--- src/rtl/keypad_scan.sv ---
// 4x4 matrix keypad scanner: strobes one row at a time, debounces press and release,
// and hands each key to the consumer through a valid/ack holding register with overrun flag.
module keypad_scan #(
    parameter int unsigned SCAN_DIV  = 50000,
    parameter int unsigned DB_CYCLES = 200000
) (
    input  logic       clk,
    input  logic       reset,
    input  logic [3:0] i_col,
    input  logic       key_ack,
    output logic [3:0] o_row,
    output logic [3:0] key_code,
    output logic       key_valid,
    output logic       key_down,
    output logic       overrun
);

    localparam int unsigned MAX_CNT = (SCAN_DIV > DB_CYCLES) ? SCAN_DIV : DB_CYCLES;
    localparam int unsigned CW      = (MAX_CNT > 1) ? $clog2(MAX_CNT) : 1;
    localparam logic [CW-1:0] DWELL_LAST = CW'(SCAN_DIV - 1);
    localparam logic [CW-1:0] DB_LAST    = CW'(DB_CYCLES - 1);

    typedef enum logic [1:0] {
        SCAN     = 2'd0,
        DEBOUNCE = 2'd1,
        HOLD     = 2'd2,
        RELEASE  = 2'd3
    } state_t;

    state_t        state;
    logic [3:0]    col_meta;
    logic [3:0]    col_s;
    logic [1:0]    row_idx;
    logic [CW-1:0] cnt;
    logic [3:0]    pattern;
    logic [1:0]    key_col;

    logic [1:0]    next_row_c;
    logic [3:0]    next_row_mask_c;
    logic [1:0]    low_col_c;
    logic          issue_c;

    // Next row index and its active-low strobe pattern.
    always_comb begin
        next_row_c      = row_idx + 2'd1;
        next_row_mask_c = ~(4'b0001 << next_row_c);
    end

    // Lowest-index column pulled low on the frozen row.
    always_comb begin
        low_col_c = 2'd3;
        if (!col_s[0])      low_col_c = 2'd0;
        else if (!col_s[1]) low_col_c = 2'd1;
        else if (!col_s[2]) low_col_c = 2'd2;
    end

    assign issue_c = (state == DEBOUNCE) && (col_s == pattern) && (cnt == DB_LAST);

    // Synchronizer, scan/debounce FSM and row strobes.
    always_ff @(posedge clk or posedge reset) begin
        if (reset) begin
            col_meta <= 4'hF;
            col_s    <= 4'hF;
            state    <= SCAN;
            row_idx  <= 2'd0;
            o_row    <= 4'b1110;
            cnt      <= '0;
            pattern  <= 4'hF;
            key_col  <= 2'd0;
            key_down <= 1'b0;
        end else begin
            col_meta <= i_col;
            col_s    <= col_meta;
            case (state)
                SCAN: begin
                    if (cnt == DWELL_LAST) begin
                        cnt <= '0;
                        if (col_s != 4'hF) begin
                            pattern <= col_s;
                            key_col <= low_col_c;
                            state   <= DEBOUNCE;
                        end else begin
                            row_idx <= next_row_c;
                            o_row   <= next_row_mask_c;
                        end
                    end else begin
                        cnt <= cnt + CW'(1);
                    end
                end
                DEBOUNCE: begin
                    if (col_s != pattern) begin
                        cnt     <= '0;
                        row_idx <= next_row_c;
                        o_row   <= next_row_mask_c;
                        state   <= SCAN;
                    end else if (cnt == DB_LAST) begin
                        cnt      <= '0;
                        key_down <= 1'b1;
                        state    <= HOLD;
                    end else begin
                        cnt <= cnt + CW'(1);
                    end
                end
                HOLD: begin
                    if (col_s == 4'hF) begin
                        cnt   <= '0;
                        state <= RELEASE;
                    end
                end
                RELEASE: begin
                    if (col_s != 4'hF) begin
                        cnt   <= '0;
                        state <= HOLD;
                    end else if (cnt == DB_LAST) begin
                        cnt      <= '0;
                        key_down <= 1'b0;
                        row_idx  <= next_row_c;
                        o_row    <= next_row_mask_c;
                        state    <= SCAN;
                    end else begin
                        cnt <= cnt + CW'(1);
                    end
                end
                default: state <= SCAN;
            endcase
        end
    end

    // Key holding register: an unacknowledged key is never overwritten; a lost key sets overrun.
    always_ff @(posedge clk or posedge reset) begin
        if (reset) begin
            key_code  <= 4'd0;
            key_valid <= 1'b0;
            overrun   <= 1'b0;
        end else if (issue_c) begin
            if (!key_valid || key_ack) begin
                key_code  <= {row_idx, key_col};
                key_valid <= 1'b1;
            end else begin
                overrun <= 1'b1;
            end
        end else if (key_ack && key_valid) begin
            key_valid <= 1'b0;
            overrun   <= 1'b0;
        end
    end

endmodule

--- config.mk ---
export PLATFORM = sky130hd
export DESIGN_NAME = keypad_scan
export DESIGN_NICKNAME = d
export VERILOG_FILES = /design/src/rtl/keypad_scan.sv
export SDC_FILE = /design/constraint.sdc
export NUM_CORES = 1
export LEC_CHECK = 0
export ABC_AREA = 1
export CORE_ASPECT_RATIO = 0.7
export CORE_MARGIN = 4
export CORE_UTILIZATION = 53
export CTS_CLUSTER_SIZE = 8
export DETAILED_ROUTE_END_ITERATION = 16
export HOLD_SLACK_MARGIN = 0.15
export PLACE_DENSITY = 0.8
export SKIP_CTS_REPAIR_TIMING = 1
export SYNTH_ARGS = -nofsm -noshare
export SYNTH_HDL_FRONTEND = slang
export SYNTH_SLANG_ARGS = --single-unit
--- constraint.sdc ---
create_clock -name clk -period 2.15 [get_ports clk]
set_clock_uncertainty 0.15 [all_clocks]
set_input_delay 0.645 -clock clk [delete_from_list [all_inputs] [get_ports clk]]
set_output_delay 0.645 -clock clk [all_outputs]
set_load 0.02 [all_outputs]
==> run_results.csv, run 1 <==
group,metric,value,unit
cts,clkSlewWorstSetupHoldPaths,0.09,ns
die,floorplan.initialDensity,54.92,%
setup_path,worst_path_largest_cell_delay,0.63,ns
placed_design,placed_cell_area,0.002902,mm^2
setup_path,worst_setup_path_start_kind,"flip-flop",
placed_design,port-buffer-count,17,
detailed_routing,drcViolationCount,0,
final_layout,design_area,0.003032,mm^2
die,die-area,0.006163,mm^2
cts,tritoncts_clock_tree,"built",
grt,grt-ovfl-total,0,
outcome,status,"finished clean",
setup_path,r2r.worst_path.cells,8,
grt,gr-usage-met1,27.07,%
timing,worst_pin_slew,0.4048,ns
grt,grt_most_used_layer,"met1",
timing,final_max_slew_viol_count,0,
setup_path,worst-endpoint-arrival,1.31,ns
detailed_routing,postRouteAntennaNets,0,
timing,setup_viol,0,
cts,clock-root-buffer,"sky130_fd_sc_hd__clkbuf_8",
pwr,pwr_density_cell,539.3,mW/mm^2
timing,timing.final.crit_share,97.89,%
setup_path,end_kind,"output port",
detailed_routing,vias,2149,
final_layout,final_core_utilization,63.40,%
setup_path,critical_path_cell_by_cell,"clkdlybuf4s50_1",
setup_path,path_depth,1,
final_layout,layout.cells.most_common_list,"102 x sky130_fd_sc_hd__nand2_1, 48 x sky130_fd_sc_hd__inv_1, 33 x sky130_fd_sc_hd__nor2_1",
pwr,ir_drop,377.8,uV
synthesis,synthesis.area,0.002626,mm^2
final_layout,finish.net_count,372,
timing,grt_setup_unrepaired,"no",
detailed_routing,postRouteWirelength,5.255,mm
detailed_routing,wl_per_cell,12.22,um
cts,cts_buffers,5,
pwr,total_power,1.635,mW
detailed_routing,dr.first_iter.drc_count,149,
grt,groute.usage.overall,18.52,%
synthesis,ys_warn_count,0,
grt,gr-usage-met2,26.55,%
setup_path,crit_required,1.35,ns
synthesis,postSynthNetCount,347,
final_layout,most_common_library_cell_in_the_layout_ignoring_fill_and_taps,"sky130_fd_sc_hd__nand2_1",
grt,grt_pass1_wl,8.928,mm
timing,slew_headroom,72.93,%
synthesis,syn_area_per_cell,7.840,um^2
die,die_x,92.14,um
final_layout,number_of_antenna_diodes,0,
placed_design,pre_cts_ws,0.2330,ns
setup_path,critPathSlowestCell,"sky130_fd_sc_hd__clkdlybuf4s50_1",
timing,setup_slack,0.04538,ns
timing,final.setup.tns,0,ns
timing,max_clock_freq,475.1,MHz
pwr,leakage_power_total,1.593,nW
grt,vias_in_the_first_global_route,1943,
die,die-height,66.90,um
cts,htree_num_levels,2,
die,num_rows,21,
die,core_area,0.004782,mm^2
grt,grt_start_max_net_pins,18,
timing,final_hold_viol_count,0,
timing,timing.hold.ws,0.2084,ns
synthesis,synth.ff_latch_count,47,
setup_path,critPathMaxFanout,2,
cts,cts_max_path_buffers,2,
min_path,holdPathStages,0,
setup_path,cpLargestDelayFamily,"buffers and inverters",
die,io_pins,18,
placed_design,dp.cells,422,
cts,worst_skew_pair.late_latency,0.30,ns
cts,cts.sinks,47,
timing,final_period_minus_worst_setup_slack,2.105,ns
detailed_routing,iteration_count_of_the_initial_detailed_routing_pass,4,
min_path,holdCritPathClass,"flip-flop to flip-flop",
synthesis,yosysUniqueCellTypes,33,
synthesis,synth_cells,335,
run,max_cap_violations,0,
grt,use_met3,4.853,%
setup_path,cp.buffers_inverters,1,
grt,antenna_found_initial,0,
final_layout,finish.cell_count_without_fillers,430,
setup_path,timing_worst_setup_path_type,"flip-flop to output port",
synthesis,synth_sequential_area_ratio,45.50,%
placed_design,hpwl,3.987,mm
detailed_routing,viasPerCell,4.998,
placed_design,gpl.final_weighted_congestion,0.9293,
final_layout,syn2layout_area_growth,15.44,%
final_layout,drive_gt1_share,17.45,%
## path summary, 6_finish.rpt
path,start,end,slack (ns)
max reg2reg,cnt[0],cnt[14],0.26
max in group asynchronous,reset,o_row[3],0.89
min reg2reg,col_meta[2],col_s[2],0.21
min,col_meta[2],col_s[2],0.21
max,o_row[0],o_row[0],0.05
min in group asynchronous,reset,cnt[1],0.47
## cells in the mapped netlist, drive strengths merged
cell | count | area share, %
o21ai | 15 | 3.1
ha | 5 | 2.4
dfstp | 15 | 15
nand4 | 8 | 1.9
o21a | 1 | 0.29
dfrtp | 32 | 30
a21o | 1 | 0.29
nand2 | 109 | 16
xnor2 | 1 | 0.33
or2 | 2 | 0.48
buf | 2 | 0.62
nor2 | 46 | 9.6
nand3b | 5 | 1.4
inv | 54 | 8.0
clkinv | 1 | 0.14
nor3 | 5 | 0.95
nand3 | 26 | 6.8
xor2 | 1 | 0.33
a21oi | 6 | 1.6
## area by class of cell
class                           count  area, um^2
Tap cell                           69       86.33
Fill cell                         424        1750
Multi-Input combinational cell    231        1201
Inverter                           55       214.0
Sequential cell                    47        1195
Timing Repair Buffer               20       212.7
Clock buffer                        8       122.6
## where the power goes
part / switching [mW] / total [mW] / internal (mW)
logic: 0.0328 / 0.0563 / 0.0235
clock network: 0.302 / 0.673 / 0.371
registers: 0.00630 / 0.906 / 0.899
## per-layer routing
| metal | vias up | wire length, um |
|---|---|---|
| li1 | 1083 | - |
| met1 | 1000 | 2610 |
| met2 | 59 | 2209 |
| met3 | 7 | 372 |
| met4 | 0 | 63 |
| met5 | - | 0 |
## state kept, by name, indices dropped and copies added (netlist names)
name,cells
col_s,4
key_col,2
col_meta,4
pattern,4
key_code,4
key_down,1
o_row,4
overrun,1
state,2
row_idx,2
cnt,18
key_valid,1
## logic make-up after synthesis
group / count (synthesis) / synth area share, %
AND/OR/NAND/NOR: 201 / 37.40
buffers and inverters: 57 / 8.766
flip-flops: 47 / 45.50
AO/OA/AOI/OAI: 23 / 5.288
adder cells (fa/ha/maj): 5 / 2.382
XOR/XNOR: 2 / 0.6671
Power figures use the tool's default switching activity.
==> run 2, diff against run 1 <==
CTS_CLUSTER_DIAMETER = 40   (was default)
==> results of run 2 <==
No change in the layout: final DEF, timing and power equal those of run 1.
